$ cat src/rtl/cv32e40x_pkg.sv
// Shared types for the cv32e40x write-back slice: pipeline register, CSR opcodes,
// load-size encodings and the WB-stage state encoding.
package cv32e40x_pkg;

  typedef logic [4:0] rf_addr_t;

  typedef enum logic [1:0] {
    CSR_OP_READ  = 2'b00,
    CSR_OP_WRITE = 2'b01,
    CSR_OP_SET   = 2'b10,
    CSR_OP_CLEAR = 2'b11
  } csr_opcode_e;

  typedef enum logic [1:0] {
    LSU_BYTE = 2'b00,
    LSU_HALF = 2'b01,
    LSU_WORD = 2'b10
  } lsu_type_e;

  typedef enum logic [1:0] {
    WB_IDLE = 2'b00,
    WB_WAIT = 2'b01,
    WB_DROP = 2'b10
  } wb_state_e;

  typedef struct packed {
    logic        instr_valid;
    logic        rf_we;
    rf_addr_t    rf_waddr;
    logic [31:0] rf_wdata;
    logic        data_req;
    logic        csr_en;
    csr_opcode_e csr_op;
    logic [11:0] csr_addr;
    logic [31:0] csr_wdata;
  } ex_wb_pipe_t;

endpackage

$ cat src/rtl/cv32e40x_load_align.sv
// Combinational alignment and sign/zero extension of word-aligned load data.
module cv32e40x_load_align
  import cv32e40x_pkg::*;
(
  input  logic [1:0]  lsu_type_i,
  input  logic        sign_ext_i,
  input  logic [1:0]  addr_lsb_i,
  input  logic [31:0] rdata_i,
  output logic [31:0] rdata_o
);

  logic [15:0] sh;

  always_comb begin
    sh = 16'(rdata_i >> {addr_lsb_i, 3'b000});
    case (lsu_type_e'(lsu_type_i))
      LSU_BYTE: rdata_o = {{24{sign_ext_i & sh[7]}}, sh[7:0]};
      LSU_HALF: rdata_o = {{16{sign_ext_i & sh[15]}}, sh[15:0]};
      default:  rdata_o = rdata_i;
    endcase
  end

endmodule

$ cat src/rtl/cv32e40x_wb_stage.sv
// Write-back stage: retires one instruction per cycle, holds loads until their
// response arrives, buffers responses under halt and drops responses of killed loads.
module cv32e40x_wb_stage
  import cv32e40x_pkg::*;
#(
  parameter int unsigned STALL_CNT_W = 16
) (
  input  logic                   clk,
  input  logic                   rst_n,
  input  ex_wb_pipe_t            ex_wb_pipe_i,
  input  logic [1:0]             lsu_type_i,
  input  logic                   lsu_sign_ext_i,
  input  logic [1:0]             lsu_addr_lsb_i,
  input  logic                   lsu_rvalid_i,
  input  logic [31:0]            lsu_rdata_i,
  input  logic                   lsu_err_i,
  input  logic                   halt_wb_i,
  input  logic                   kill_wb_i,
  output logic                   rf_we_wb_o,
  output rf_addr_t               rf_waddr_wb_o,
  output logic [31:0]            rf_wdata_wb_o,
  output logic                   csr_we_o,
  output logic                   wb_ready_o,
  output logic                   wb_valid_o,
  output logic                   lsu_err_o,
  input  logic                   cnt_clr_i,
  output logic [STALL_CNT_W-1:0] load_stall_cnt_o
);

  wb_state_e              state_q, state_d;
  logic                   buf_valid_q, buf_valid_d;
  logic [31:0]            buf_rdata_q, buf_rdata_d;
  logic                   buf_err_q, buf_err_d;
  logic [STALL_CNT_W-1:0] cnt_q, cnt_d;

  logic        iv;
  logic        data_req;
  logic        resp_av;
  logic [31:0] rdata_sel;
  logic        err_sel;
  logic        ld_err;
  logic        capture;
  logic [31:0] load_data;

  // CSR address/data are consumed by the CSR file, not by this stage.
  logic unused_pipe;
  assign unused_pipe = ^{ex_wb_pipe_i.csr_addr, ex_wb_pipe_i.csr_wdata};

  cv32e40x_load_align u_load_align (
    .lsu_type_i (lsu_type_i),
    .sign_ext_i (lsu_sign_ext_i),
    .addr_lsb_i (lsu_addr_lsb_i),
    .rdata_i    (rdata_sel),
    .rdata_o    (load_data)
  );

  always_comb begin
    iv        = ex_wb_pipe_i.instr_valid;
    data_req  = ex_wb_pipe_i.data_req;
    resp_av   = lsu_rvalid_i || buf_valid_q;
    rdata_sel = buf_valid_q ? buf_rdata_q : lsu_rdata_i;
    err_sel   = buf_valid_q ? buf_err_q : lsu_err_i;
    ld_err    = data_req && err_sel;

    wb_valid_o = iv && !halt_wb_i && !kill_wb_i && (state_q != WB_DROP) &&
                 (!data_req || resp_av);
    wb_ready_o = (!iv || wb_valid_o || kill_wb_i) && (state_q != WB_DROP);

    rf_we_wb_o    = wb_valid_o && ex_wb_pipe_i.rf_we && !ld_err;
    rf_waddr_wb_o = ex_wb_pipe_i.rf_waddr;
    rf_wdata_wb_o = data_req ? load_data : ex_wb_pipe_i.rf_wdata;
    csr_we_o      = wb_valid_o && ex_wb_pipe_i.csr_en &&
                    (ex_wb_pipe_i.csr_op != CSR_OP_READ);
    lsu_err_o     = wb_valid_o && ld_err;

    // A response is held only when it belongs to a live load that cannot retire now.
    capture = lsu_rvalid_i && !buf_valid_q && iv && data_req && !kill_wb_i &&
              !wb_valid_o && (state_q != WB_DROP);
  end

  always_comb begin
    buf_valid_d = buf_valid_q;
    buf_rdata_d = buf_rdata_q;
    buf_err_d   = buf_err_q;
    if (kill_wb_i || wb_valid_o) begin
      buf_valid_d = 1'b0;
    end else if (capture) begin
      buf_valid_d = 1'b1;
      buf_rdata_d = lsu_rdata_i;
      buf_err_d   = lsu_err_i;
    end
  end

  always_comb begin
    state_d = state_q;
    case (state_q)
      WB_IDLE: begin
        if (iv && data_req && !resp_av && !kill_wb_i) state_d = WB_WAIT;
      end
      WB_WAIT: begin
        if (kill_wb_i) begin
          state_d = lsu_rvalid_i ? WB_IDLE : WB_DROP;
        end else if (wb_valid_o || lsu_rvalid_i) begin
          state_d = WB_IDLE;
        end
      end
      WB_DROP: begin
        if (lsu_rvalid_i) state_d = WB_IDLE;
      end
      default: state_d = WB_IDLE;
    endcase
  end

  always_comb begin
    cnt_d = cnt_q;
    if (cnt_clr_i) begin
      cnt_d = '0;
    end else if ((state_q == WB_WAIT) && !lsu_rvalid_i && (cnt_q != '1)) begin
      cnt_d = cnt_q + STALL_CNT_W'(1);
    end
  end

  assign load_stall_cnt_o = cnt_q;

  always_ff @(posedge clk or negedge rst_n) begin
    if (!rst_n) begin
      state_q     <= WB_IDLE;
      buf_valid_q <= 1'b0;
      buf_rdata_q <= '0;
      buf_err_q   <= 1'b0;
      cnt_q       <= '0;
    end else begin
      state_q     <= state_d;
      buf_valid_q <= buf_valid_d;
      buf_rdata_q <= buf_rdata_d;
      buf_err_q   <= buf_err_d;
      cnt_q       <= cnt_d;
    end
  end

  rvalid_while_buffered: assert property (
    @(posedge clk) disable iff (!rst_n) !(lsu_rvalid_i && buf_valid_q)
  );

endmodule
$ cat config.mk
export PLATFORM = sky130hd
export DESIGN_NAME = cv32e40x_wb_stage
export DESIGN_NICKNAME = d
export VERILOG_FILES = /design/src/rtl/cv32e40x_pkg.sv /design/src/rtl/cv32e40x_load_align.sv /design/src/rtl/cv32e40x_wb_stage.sv
export SDC_FILE = /design/constraint.sdc
export NUM_CORES = 1
export LEC_CHECK = 0
export BUFFER_PORTS_ARGS = -buffer_cell sky130_fd_sc_hd__clkbuf_2
export CAP_MARGIN = 0
export CORE_MARGIN = 1.5
export CORE_UTILIZATION = 44
export CTS_BUF_LIST = sky130_fd_sc_hd__clkbuf_8
export DETAILED_ROUTE_END_ITERATION = 6
export GPL_TIMING_DRIVEN = 1
export MAX_ROUTING_LAYER = met4
export PLACE_DENSITY_LB_ADDON = 0.1
export SYNTH_ARGS = -nofsm -noshare
export SYNTH_HDL_FRONTEND = slang
export SYNTH_HIERARCHICAL = 1
export SYNTH_SLANG_ARGS = --single-unit
$ cat constraint.sdc
create_clock -name clk -period 2.8 [get_ports clk]
set_input_delay 0.28 -clock clk [delete_from_list [all_inputs] [get_ports clk]]
set_output_delay 0.28 -clock clk [all_outputs]
set_load 0.02 [all_outputs]
==> impl_metrics.ini <==
[worst_hold_path]
hold_class = in2async

[sta]
fin_ws_ns = -0.200
setup_viol = 23
hold_viol_final = 0
finalCritPeriodShare = 1.07
worst_slew_pin_slew_ns = 0.685
final.setup_skew_ns = 0.00491
fmax_mhz = 333
drv_slew = 0
maxSlewHeadroom = 0.543
rsz0062_at_grt = yes
layout_min_cycle_time_ns = 3.00

[clock_network]
tritoncts = yes
cts.path.max_buffers = 2
cts-root-buf = clkbuf_8
htree_num_levels = 2
clock-sinks = 52
clk_latency_ns = 0.31
clk_pin_slew_ns = 0.10
cts_buffers = 5

[yosys]
yosysWarnings = 6
postSynthCellCount = 384
yosysUniqueCellTypes = 50
synth_seq_area_share = 0.330
synth_area_mm2 = 0.00395
synth_nets = 516
synth_most_common_cell = mux2_2
post_synth_most_frequent_cells = 71 x mux2_2, 52 x dfrtp_1, 37 x nand2_1, 31 x mux2_1, 15 x o31ai_1
synth_top_area_cell = dfrtp_1
netlist.area_leader.share = 0.330
ys_ff_latch = 52
synth_edf_count = 0
syn_avg_cell_area_um2 = 10.3
ys_async_sr_fraction = 1.00
yosys-top-cells-area = dfrtp_1 33%, mux2_2 20%, mux2_1 8.8%
ys.flop_type = dfrtp_1

[die]
start_util = 0.453
fp-row-count = 34
dieArea_mm2 = 0.00955
placeableCoreArea_mm2 = 0.00872
die_w_um = 97.7
pin_count = 189
chipHeight_um = 97.7

[critical_path]
endpoint_kind = output pin
max_stage_delay_ns = 0.52
cp_num_buf_inv = 2
cp_cell_sequence = mux2_4 > mux4_2 > a221oi_4 > buf_6 > o21ai_1 > mux2_4 > buf_8
cp.depth = 7
cp_data_required_time_ns = 2.52
cp.arrival_ns = 2.72
worstSetupPathType = reg2out
cp_top_family = multiplexers
cp-start-kind = register
path_common_cell = mux2_4
crit_slowest_cell = mux4_2
path_max_fanout = 8
reg2regPathDepth = 7

[global_route]
antenna_found_initial = 0
busiest_layer = met2
use_met2 = 0.370
grt_first_pass_wirelength_mm = 16.3
grtUsageMet1 = 0.264
grt_pass1_vias = 3351
grt_max_degree = 53
use_met3 = 0.0295
gr-total-overflow = 0
track_usage = 0.215

[cells_and_area]
multi_input_area_mm2 = 0.00256
nets = 647
num_antenna_cells = 0
stdcell_area_mm2 = 0.00508
regArea_mm2 = 0.00130
area_growth_pct = 28.6
drive_gt1_frac = 0.492
fill_cells = 785

[placed_design]
io_buffers = 134
post_dp_cell_area_mm2 = 0.00471
dp_worst_setup_slack_ns = -0.00129
dp.final_hpwl_mm = 7.38
gp_congestion = 0.894

[route]
drt_first_pass_iters = 4
postRouteAntennaNets = 0
viasPerCell = 5.57
drtIter0Drc = 187
routed_wl_mm = 10.3
wl_per_cell_um = 16.4
drt_drc_violations_left = 0
num_vias = 3477

[flow_run]
drv_cap = 0

[run_status]
status = finished, violations left
violations = negative setup slack

[power_and_ir_drop]
peakVddDrop_v = 0.000225
leakagePower_uw = 0.00242
power_density_mw_per_mm2 = 405
## where the power goes
part	internal [uW]	leakage, uW	switching, uW
sequential	872	0.000670	55.6
clock	175	0.0000455	267
combinational	356	0.00171	328
total	1400	0.00242	650
## worst register-to-register path, stage by stage (launching register included)
cell,delay [ns]
dfrtp_2,0.50
buf_4,0.17
buf_4,0.13
buf_4,0.13
nand2b_1,0.19
nor4_4,0.22
buf_4,0.44
mux2_2,0.41
## kinds of logic (layout without fill, tap and decap cells)
kind of cell	count (synthesis)	in the layout	synth area share
adders and majority gates	1	1	0.00317
AOI/OAI and AO/OA	79	79	0.145
buffers and inverters	39	171	0.0520
DFF	52	52	0.330
and+or+nand+nor	101	101	0.151
muxes	112	112	0.319
## metrics by stage
| step | std cells | hold WS, ns | utilization | setup TNS (ns) | total power [uW] |
|---|---|---|---|---|---|
| CTS | 623 | 0.112 | 0.568 | -3.56 | 2030 |
| floorplan | 384 | -0.0156 | - | 0 | 1340 |
| finish | 624 | 0.0718 | 0.582 | -3.56 | 2050 |
| detailed placement | 612 | 0.457 | 0.540 | -0.00129 | 1540 |
| global route | 624 | 0.124 | 0.582 | -5.70 | 2170 |
| global placement | 612 | 0.461 | 0.540 | 0 | 1520 |
## cell usage in the layout, fill, tap and decap left out, types with 6 or more instances in the layout
master	instances
nand3b_1	8
nor2b_1	6
or4_1	7
nor2_1	8
mux2i_1	6
mux2_4	20
nand2_1	37
mux2_2	51
buf_4	17
clkbuf_2	117
dfrtp_1	51
a22o_1	6
o211a_1	7
buf_8	7
o21ai_1	10
inv_1	8
buf_6	12
mux2_1	31
o2bb2ai_1	6
a21oi_1	12
o31ai_1	15
## layer usage
metal | vias to the layer above | share of wire
met5 | - | 0
li1 | 1695 | -
met4 | 0 | 0.018
met1 | 1678 | 0.42
met3 | 12 | 0.043
met2 | 92 | 0.52
## state kept, by name, summed over array words and instances, names as in the netlist
signal            cells
buf_rdata_q          32
state_q               2
buf_valid_q           1
buf_err_q             1
load_stall_cnt_o     16
## final cells by class
| class | count | area share |
|---|---|---|
| multi-input cells | 293 | 0.504 |
| inverters | 8 | 0.00591 |
| clock inverters | 3 | 0.00394 |
| flip-flops and latches | 52 | 0.257 |
| repair buffers | 155 | 0.190 |
| well taps | 108 | 0.0266 |
| clock buffers | 5 | 0.0136 |
## path summary, 6_finish.rpt
check / start / end / slack (ns)
worst min register to register: buf_rdata_q[4]$_DFFE_PN0P_ / buf_rdata_q[4]$_DFFE_PN0P_ / 0.49
worst max-delay path: buf_valid_q$_DFFE_PN0P_ / rf_wdata_wb_o[18] / -0.20
worst min-delay path: rst_n / load_stall_cnt_o[11]$_DFFE_PN0P_ / 0.07
worst max register to register: buf_valid_q$_DFFE_PN0P_ / buf_rdata_q[14]$_DFFE_PN0P_ / 0.51
min in group clk: lsu_rdata_i[0] / buf_rdata_q[0]$_DFFE_PN0P_ / 0.19
max in group asynchronous: rst_n / buf_valid_q$_DFFE_PN0P_ / 2.22
## repair_timing
item,CTS,global route
buffers inserted,3,1
hold buffers,0,0
resized for setup,35,50
endpoints found under the setup margin,25,28
pin swaps,1,1
(Power assumes the default switching activity.)
